`config.mk`:
```
export PLATFORM = sky130hd
export DESIGN_NAME = dtc_shared_sched
export DESIGN_NICKNAME = d
export VERILOG_FILES = /design/src/rtl/dtc_sched_pkg.sv /design/src/rtl/dtc_rr_arbiter.sv /design/src/rtl/dtc_shared_sched.sv
export SDC_FILE = /design/constraint.sdc
export NUM_CORES = 1
export LEC_CHECK = 0
export CORE_MARGIN = 3
export CORE_UTILIZATION = 30
export CTS_BUF_LIST = sky130_fd_sc_hd__clkbuf_16
export DETAILED_ROUTE_END_ITERATION = 10
export MAX_ROUTING_LAYER = met4
export PLACE_DENSITY = 0.68
export SLEW_MARGIN = 5
export SYNTH_ARGS = -nofsm -noshare
export SYNTH_HDL_FRONTEND = slang
export SYNTH_HIERARCHICAL = 1
export SYNTH_SLANG_ARGS = --single-unit
```
`constraint.sdc`:
```
create_clock -name clk -period 3.7 [get_ports clk]
set_clock_uncertainty 0.15 [all_clocks]
set_input_delay 0.74 -clock clk [delete_from_list [all_inputs] [get_ports clk]]
set_output_delay 0.74 -clock clk [all_outputs]
set_load 0.005 [all_outputs]
```
`src/rtl/dtc_sched_pkg.sv`:
```
`default_nettype none
// ============================================================================
// Module      : dtc_sched_pkg
// Description : Shared types, widths and helpers for the decision-tree
//               classifier scheduler.
// Revision    : 1.0 - initial release
// ============================================================================
package dtc_sched_pkg;

  // Scheduler transaction phases
  typedef enum logic [1:0] {
    IDLE = 2'd0,
    EVAL = 2'd1,
    RESP = 2'd2
  } state_e;

  localparam int DTC_W  = 14;  // classifier feature width
  localparam int DTC_OW = 14;  // classifier class-vector width
  localparam int STAT_W = 16;  // per-requester service counter width

  // Width of an index into n requesters (never narrower than one bit)
  function automatic int id_width(input int n);
    return (n <= 2) ? 1 : $clog2(n);
  endfunction

endpackage
`default_nettype wire

```
`src/rtl/dtc_rr_arbiter.sv`:
```
`default_nettype none
// ============================================================================
// Module      : dtc_rr_arbiter
// Description : Combinational rotating-priority arbiter. Searches req from
//               index ptr upward, wrapping modulo N, and grants the first
//               asserted bit. The pointer register lives in the caller.
// Revision    : 1.0 - initial release
// ============================================================================
module dtc_rr_arbiter
  import dtc_sched_pkg::*;
#(
  parameter int N   = 4,
  parameter int IDW = id_width(N)
) (
  input  logic [N-1:0]   req,
  input  logic [IDW-1:0] ptr,
  input  logic           en,
  output logic [N-1:0]   gnt,
  output logic [IDW-1:0] gnt_idx
);

  logic           found;
  logic [IDW-1:0] idx;

  // Walk the requesters in priority order starting at ptr; first hit wins
  always_comb begin
    gnt     = '0;
    gnt_idx = '0;
    found   = 1'b0;
    idx     = '0;
    for (int k = 0; k < N; k++) begin
      idx = IDW'((int'(ptr) + k) % N);
      if (en && !found && req[idx]) begin
        found        = 1'b1;
        gnt[idx]     = 1'b1;
        gnt_idx      = idx;
      end
    end
  end

endmodule
`default_nettype wire

```
`src/rtl/dtc_shared_sched.sv`:
```
`default_nettype none
// ============================================================================
// Module      : dtc_shared_sched
// Description : Round-robin scheduler sharing one combinational decision-tree
//               classifier between N_REQ requesters. Each transaction accepts
//               a feature, holds it on cls_inp for EVAL_CYCLES cycles (a
//               multicycle path through the tree), registers the class vector
//               and returns it tagged with the requester id.
//               Optional macro DTC_SCHED_STATS_EN adds per-requester
//               saturating service counters (stat_clr / stat_served).
// Revision    : 1.0 - initial release
// ============================================================================
module dtc_shared_sched
  import dtc_sched_pkg::*;
#(
  parameter int N_REQ       = 4,
  parameter int W           = DTC_W,
  parameter int OW          = DTC_OW,
  parameter int EVAL_CYCLES = 1,
  parameter int IDW         = id_width(N_REQ)
) (
  input  logic                     clk,
  input  logic                     rst_n,
  input  logic [N_REQ-1:0]         req_valid,
  output logic [N_REQ-1:0]         req_ready,
  input  logic [N_REQ*W-1:0]       req_data,
  output logic [W-1:0]             cls_inp,
  input  logic [OW-1:0]            cls_outp,
  output logic                     rsp_valid,
  input  logic                     rsp_ready,
  output logic [OW-1:0]            rsp_data,
  output logic [IDW-1:0]           rsp_id,
`ifdef DTC_SCHED_STATS_EN
  input  logic                     stat_clr,
  output logic [N_REQ*STAT_W-1:0]  stat_served,
`endif
  output logic                     busy
);

  // Counter holds EVAL_CYCLES-1 down to 0; 4 bits covers the 1..15 range
  localparam int CW = 4;

  state_e         state_q, state_d;
  logic [IDW-1:0] ptr_q, ptr_d;
  logic [W-1:0]   feat_q, feat_d;
  logic [IDW-1:0] id_q, id_d;
  logic [CW-1:0]  cnt_q, cnt_d;
  logic           rsp_valid_q, rsp_valid_d;
  logic [OW-1:0]  rsp_data_q, rsp_data_d;
  logic           busy_q, busy_d;

  logic [N_REQ-1:0] gnt;
  logic [IDW-1:0]   gnt_idx;
  logic [W-1:0]     sel_feat;
  logic [IDW-1:0]   ptr_next;

  dtc_rr_arbiter #(
    .N   (N_REQ),
    .IDW (IDW)
  ) u_arb (
    .req     (req_valid),
    .ptr     (ptr_q),
    .en      (state_q == IDLE),
    .gnt     (gnt),
    .gnt_idx (gnt_idx)
  );

  // Arbiter only grants a valid requester, so a grant is the handshake
  assign req_ready = gnt;
  assign sel_feat  = req_data[int'(gnt_idx)*W +: W];
  assign ptr_next  = (int'(gnt_idx) == N_REQ - 1) ? '0 : gnt_idx + 1'b1;

  // Next-state logic for the IDLE -> EVAL -> RESP transaction sequence
  always_comb begin
    state_d     = state_q;
    ptr_d       = ptr_q;
    feat_d      = feat_q;
    id_d        = id_q;
    cnt_d       = cnt_q;
    rsp_valid_d = rsp_valid_q;
    rsp_data_d  = rsp_data_q;
    case (state_q)
      IDLE: begin
        if (|gnt) begin
          feat_d  = sel_feat;
          id_d    = gnt_idx;
          ptr_d   = ptr_next;
          cnt_d   = CW'(EVAL_CYCLES - 1);
          state_d = EVAL;
        end
      end
      EVAL: begin
        if (cnt_q == '0) begin
          rsp_data_d  = cls_outp;
          rsp_valid_d = 1'b1;
          state_d     = RESP;
        end else begin
          cnt_d = cnt_q - 1'b1;
        end
      end
      RESP: begin
        if (rsp_ready) begin
          rsp_valid_d = 1'b0;
          state_d     = IDLE;
        end
      end
      default: state_d = IDLE;
    endcase
    busy_d = (state_d != IDLE);
  end

  // State and registered outputs; reset aborts any in-flight transaction
  always_ff @(posedge clk or negedge rst_n) begin
    if (!rst_n) begin
      state_q     <= IDLE;
      ptr_q       <= '0;
      feat_q      <= '0;
      id_q        <= '0;
      cnt_q       <= '0;
      rsp_valid_q <= 1'b0;
      rsp_data_q  <= '0;
      busy_q      <= 1'b0;
    end else begin
      state_q     <= state_d;
      ptr_q       <= ptr_d;
      feat_q      <= feat_d;
      id_q        <= id_d;
      cnt_q       <= cnt_d;
      rsp_valid_q <= rsp_valid_d;
      rsp_data_q  <= rsp_data_d;
      busy_q      <= busy_d;
    end
  end

  // Feature register doubles as the classifier drive and is never cleared
  assign cls_inp   = feat_q;
  assign rsp_valid = rsp_valid_q;
  assign rsp_data  = rsp_data_q;
  assign rsp_id    = id_q;
  assign busy      = busy_q;

`ifdef DTC_SCHED_STATS_EN
  genvar gi;
  for (gi = 0; gi < N_REQ; gi++) begin : g_stat
    logic [STAT_W-1:0] served_q, served_d;

    // Clear wins over a same-cycle increment; count sticks at all-ones
    always_comb begin
      served_d = served_q;
      if (stat_clr) begin
        served_d = '0;
      end else if ((state_q == RESP) && rsp_ready && (id_q == IDW'(gi)) &&
                   (served_q != {STAT_W{1'b1}})) begin
        served_d = served_q + 1'b1;
      end
    end

    // Service counter register
    always_ff @(posedge clk or negedge rst_n) begin
      if (!rst_n) served_q <= '0;
      else        served_q <= served_d;
    end

    assign stat_served[gi*STAT_W +: STAT_W] = served_q;
  end
`else
  // Statistics counters are not built in this configuration
`endif

endmodule
`default_nettype wire

```
======== Yosys cells after proc, flatten, opt, wreduce, memory -nomap -nowiden ========
Cells that the tools add are included.
word-level totals
  register bits ........................... 40
  word-level logic and storage cells ...... 95
operators by class
  $add $sub $neg .......................... 5
  multiply operators ...................... 1
  $lt $le $gt $ge ......................... 8
  eq/ne operators ......................... 7
  shift operators ......................... 1
  mux-type cells .......................... 38
  bitwise gates (word level) .............. 3
  reductions and logical operators ........ 24
operator list
  operator             count
  $shiftx 56x7->14     1
  $mux 4               6
  $mux 2               8
  $mux 1               13
  $lt 2x3->1 const B   4
  $or 4x4->4           3
  $logic_and 1x1->1    11
  $bmux 1 s2           4
  $demux 1 s2          4
  $ge 2x1->1 const B   4
  $ne 2x2->1 const B   4
  $pmux 4 s2           1
  $pmux 2 s3           1
  $reduce_and 3->1     2
  $reduce_bool 2->1    3
  $mul 2x3->5 const B  1
  $add 2x1->2 const B  2
  $add 2x2->2 const B  2
  $eq 2x1->1 const B   2
  $logic_not 4->1      1
  $reduce_and 2->1     2
  $reduce_or 4->1      1
  $sub 4x1->4 const B  1
  $logic_not 1->1      3
  other kinds (3)      3

======== Depth between registers and ports, before layout ========
  depth in word-level cells ............... 20
  mapped depth ............................ 13

======== Modules after synthesis ========
The synthesis kept the hierarchy.
by module, submodules not included
  module            times used  cells an instance  area each (µm²)  seq. area each (µm²)
  dtc_shared_sched  1           124                2,026.9          1,001.0
  dtc_rr_arbiter    1           63                 531.8            0.0

======== Least setup slack after synthesis ========
Ideal clock, no wire load.
  path kind ............................... reg-to-reg
  start point ............................. register ptr_q[0]
  end point ............................... register id_q[0] (netlist: rsp_id[0])
  library setup time ...................... 0.125 ns
  arrival ................................. 3.269 ns
  path slack .............................. 0.156 ns
  stages on the path, launching flop included .. 13
  clock period less this slack ............ 3.544 ns
  cell sequence ........................... dfrtp_1 buf_6 clkinv_1 ha_1 buf_2 or2_2 o211ai_1 o21ai_0 and3b_2 a221o_1 nor4_4 nand2b_1 mux2_2
on the way
  longest elaborated chain between the ends .. 18
  elaborated cells on any way between the ends .. 57
  classes of those cells .................. add/sub: 3; order compare: 8; mux: 27; bitwise: 3; reduce/logical: 16
RTL lines
  what                                                                 line                     text
  from (decl)                                                          dtc_shared_sched.sv:44   logic [IDW-1:0] ptr_q, ptr_d;
  from (signal assigned)                                               dtc_shared_sched.sv:125  ptr_q <= ptr_d;
  parallel branches: the longest is 15 deep, another holds $lt 2x3->1  --
  $mux 4 *                                                             dtc_rr_arbiter.sv:33     if (en && !found && req[idx]) begin
  net req_ready[1]                                                     dtc_shared_sched.sv:25   output logic [N_REQ-1:0] req_ready,
  $reduce_or 4->1 *                                                    dtc_shared_sched.sv:84   if (|gnt) begin
  $reduce_and 2->1 (no line) *                                         --
  to (signal assigned)                                                 dtc_shared_sched.sv:127  id_q <= id_d;
  to (decl)                                                            dtc_shared_sched.sv:46   logic [IDW-1:0] id_q, id_d;
Mark *: on every way through the listed nets, which the timed path passes. The select of a mux whose other input is x is not followed.
A chain may end at the register's enable or synchronous reset.

======== Worst setup path after layout ========
  start point ............................. input port req_valid[0]
  end point ............................... output port req_ready[0]
on the way
  longest elaborated chain between the ends .. 16
  elaborated cells on any way between the ends .. 28
  classes of those cells .................. mux: 15; bitwise: 3; reduce/logical: 10
RTL lines
  what                             line                    text
  from (decl)                      dtc_shared_sched.sv:24  input logic [N_REQ-1:0] req_valid,
  $bmux 1 s2                       dtc_rr_arbiter.sv:33
  $mux 1 (implied by the code)     dtc_rr_arbiter.sv:33
  $logic_and 1x1->1                dtc_rr_arbiter.sv:33
  $mux 1                           dtc_rr_arbiter.sv:33
  $logic_not 1->1                  dtc_rr_arbiter.sv:33
  $logic_and 1x1->1 (2 in series)  dtc_rr_arbiter.sv:33
  $mux 1                           dtc_rr_arbiter.sv:33
  $logic_not 1->1                  dtc_rr_arbiter.sv:33
  $logic_and 1x1->1 (2 in series)  dtc_rr_arbiter.sv:33
  $mux 1                           dtc_rr_arbiter.sv:33
  $logic_not 1->1                  dtc_rr_arbiter.sv:33
  $logic_and 1x1->1 (2 in series)  dtc_rr_arbiter.sv:33
  $mux 4 *                         dtc_rr_arbiter.sv:33
  to (decl)                        dtc_shared_sched.sv:25
Every way passes the cells marked *; elsewhere a longest branch is shown, timed or not. The select of a mux whose other input is x is not followed.

==> flow_metrics.py <==
metrics = {
    "drt": {
        "dr_wl_met3_um": 304,
        "first_pass_iters": 4,
        "drc": 0,
        "drt-met1-wl_um": 2330,
        "wl_met2_um": 3320,
        "ant_nets": 0,
        "viasPerCell": 4.91,
        "drt_wl_total_um": 6010,
        "drt-wirelength-per-cell_um": 14.2,
        "top_layer": "met4",
        "num_vias": 2072,
        "detail_route.iter0.violations": 43,
    },
    "global_routing": {
        "grt-ovfl-total": 0,
        "grt_max_degree": 41,
        "track_usage_pct": 12.8,
        "grt_pass1_vias": 2195,
        "grt_pass1_wl_um": 10000,
        "antenna_found_initial": 0,
    },
    "timing": {
        "hold_viol": 0,
        "period_share_pct": 94.3,
        "tightest_slew_ps": 875,
        "fmax_ghz": 0.287,
        "hold_ws_ps": 322,
        "setup_slack_ps": 212,
        "rsz0062_at_grt": "no",
        "drv_slew": 0,
        "setup_viol": 0,
        "max_slew_margin_pct": 41.7,
        "min_period_ps": 3490,
    },
    "logic_synthesis": {
        "synth_edf_count": 0,
        "syn_nets": 275,
        "synth.area.top_cells": "dfrtp_1 (39%), mux2_2 (10%), mux4_2 (8.8%)",
        "synthCells": 187,
        "synth_top_area_cell": "dfrtp_1",
        "async_flop_share_pct": 100,
        "synth_top_flop_cell": "dfrtp_1",
        "yosys.area.top_type_share_pct": 39.1,
        "avgSynthCellArea_sq_um": 13.7,
        "ys_types": 42,
        "yosys_warnings": 6,
        "synth_area_sq_um": 2560,
        "ys_seq_area_share_pct": 39.1,
        "synth-seq-cells": 40,
    },
    "clock_tree": {
        "cts.sinks": 40,
        "cts_buffer_depth": 2,
        "clock-root-buffer": "clkbuf_16",
        "cts_buffers": 5,
        "clk_pin_slew_ps": 60,
        "cts_max_level": 2,
        "clk_latency_ps": 270,
        "cts_tree": "done",
    },
    "critical_path": {
        "critical-path-max-stage-delay_ps": 500,
        "path_max_fanout": 7,
        "worst-path-buf-inv": 3,
        "worstPathArrival_ps": 2600,
        "critical_path_required_ps": 2810,
        "slowest_stage": "clkdlybuf4s50_1",
        "path_class": "input port to output pin",
        "critPathLaunchType": "input port",
        "critPathTopFamily": "buffers and inverters",
        "crit_chain": "dlygate4sd2_1 -> mux2_2 -> mux2i_1 -> buf_4 -> nand3_1 -> a21boi_1 -> a221o_1 -> clkdlybuf4s50_1",
        "end_kind": "output pin",
    },
    "flow_run": {
        "cap_violations": 0,
    },
    "floorplan": {
        "dieWidth_um": 98.4,
        "start_util_pct": 31.0,
        "boundaryPins": 113,
        "die_y_um": 98.4,
        "die_area_sq_um": 9670,
        "row_count": 33,
        "core-area_sq_um": 8260,
    },
    "power_and_ir_drop": {
        "p_clk_share_pct": 13.2,
        "p_sw_share_pct": 33.1,
        "p_total_mw": 3.69,
        "seqPwrFrac_pct": 21.4,
        "p_switching_mw": 1.22,
        "peakVddDrop_uv": 335,
        "p_leak_nw": 1.70,
        "pwr-share-comb_pct": 65.4,
        "internal_power_mw": 2.47,
        "power.density_nw_per_um2": 901,
    },
    "placement": {
        "dp_slack_ps": -70.8,
        "hpwl_um": 4680,
        "place_congestion": 0.868,
        "place_area_sq_um": 3890,
        "port_buffers": 112,
    },
    "final_layout": {
        "drive_above_1_share_pct": 26.5,
        "area_growth_pct": 60.0,
        "nets": 404,
        "num_antenna_cells": 0,
        "final_cell_area_sq_um": 4100,
        "post-route-util_pct": 49.6,
    },
    "hold_path": {
        "worstHoldPathType": "register to register",
    },
    "outcome": {
        "outcome": "completed",
    },
}
layout by cell type, fill, tap and decap left out, types with 2 or more instances in the layout:
master           netlist  routed
dfrtp_1               40      40
mux4_1                 6       6
a221o_1                4       4
dlymetal6s2s_1         0       3
o21ai_0                8       8
o22ai_1                2       2
buf_12                 1       3
mux2_2                23      23
nor2_1                 4       4
inv_1                  5       4
mux4_2                10      10
clkdlybuf4s50_1        0     107
o211ai_1               4       4
nand2_1                7       7
o41ai_1                2       2
ha_1                  11      10
clkbuf_16              0       5
mux2i_1                5       5
nand2b_1               2       2
nor2b_1                3       3
or3b_2                 2       2
nand3_1                8       8
a21boi_1               4       4
clkinv_4               0       2
buf_4                  0      15
mux2_4                11      11
Yosys cell counts, drive strengths merged (2+ instances only):
cell,number
a221o,4
o21ai,8
nor2b,3
or3b,2
mux2i,5
nor2,5
inv,5
a21boi,5
nand2,8
mux2,34
or2,2
o211ai,4
ha,11
mux4,16
dfrtp,40
buf,7
o22ai,2
o41ai,3
nand3,8
nand2b,2
power by group through the flow:
| stage | registers [mW] | logic [mW] | clock network (mW) |
|---|---|---|---|
| 2_1_floorplan | 0.810 | 1.49 | 0 |
| 3_3_place_gp | 0.787 | 2.39 | 0 |
| 3_5_place_dp | 0.793 | 2.42 | 0 |
| 4_1_cts | 0.792 | 2.43 | 0.506 |
| 5_1_grt | 0.829 | 2.63 | 0.520 |
| 6_report | 0.791 | 2.41 | 0.485 |
per-stage QoR:
step / setup TNS (ps) / cells
floorplan: 0 / 187
detailed placement: -85.0 / 412
finish: 0 / 422
global route: 0 / 422
global placement: 0 / 412
CTS: 0 / 421
worst paths after layout:
| kind | from | endpoint | slack (ps) | depth (start not counted) |
|---|---|---|---|---|
| worst min register to register | rsp_valid$_DFFE_PN0P_ | rsp_valid$_DFFE_PN0P_ | 320 | 2 |
| worst max-delay path | req_valid[0] | req_ready[0] | 210 | 8 |
| worst min-delay path | rsp_valid$_DFFE_PN0P_ | rsp_valid$_DFFE_PN0P_ | 320 | 2 |
| worst max register to register | ptr_q[0]$_DFFE_PN0P_ | rsp_id[1]$_DFFE_PN0P_ | 540 | 11 |
| max in group asynchronous | rst_n | cls_inp[9]$_DFFE_PN0P_ | 2420 | 1 |
| min in group asynchronous | rst_n | rsp_data[0]$_DFFE_PN0N_ | 430 | 1 |
registers in the layout (all words and copies together) (netlist names):
register / flops
cnt_q: 4
rsp_id: 2
rsp_data: 14
rsp_valid: 1
state_q: 2
cls_inp: 14
ptr_q: 2
busy: 1
what timing repair did:
item,4_1_cts,5_1_grt
hold buffers,0,0
pin swaps,0,2
resized for setup,1,6
endpoints found under the setup margin,2,4
buffers inserted,1,1
layer usage:
metal	GRT usage [%]	vias to the layer above
met5	-	-
met4	2.63	0
met3	2.50	4
met2	23.6	64
met1	14.3	1020
li1	-	984
layout make-up:
class	instances	area (sq um)
clock buffer	5	125
clock inverter	3	47.5
fill	736	4160
inverter	6	22.5
multi-input combinational	133	1470
sequential	40	1000
tap	105	131
timing repair buffer	130	1290
cells by family after synthesis:
logic type / after synthesis / synth area share (%)
mux: 55 / 33.5
flops: 40 / 39.1
simple gates: 37 / 9.10
compound gates: 30 / 8.95
buf+inv: 14 / 3.96
fa+ha+maj: 11 / 5.38
worst min-delay path: stages, from the launching register on:
cell	delay (ps)
dfrtp_1	340
nand2_1	50
nand2_1	50
Power figures use the tool's default switching activity.
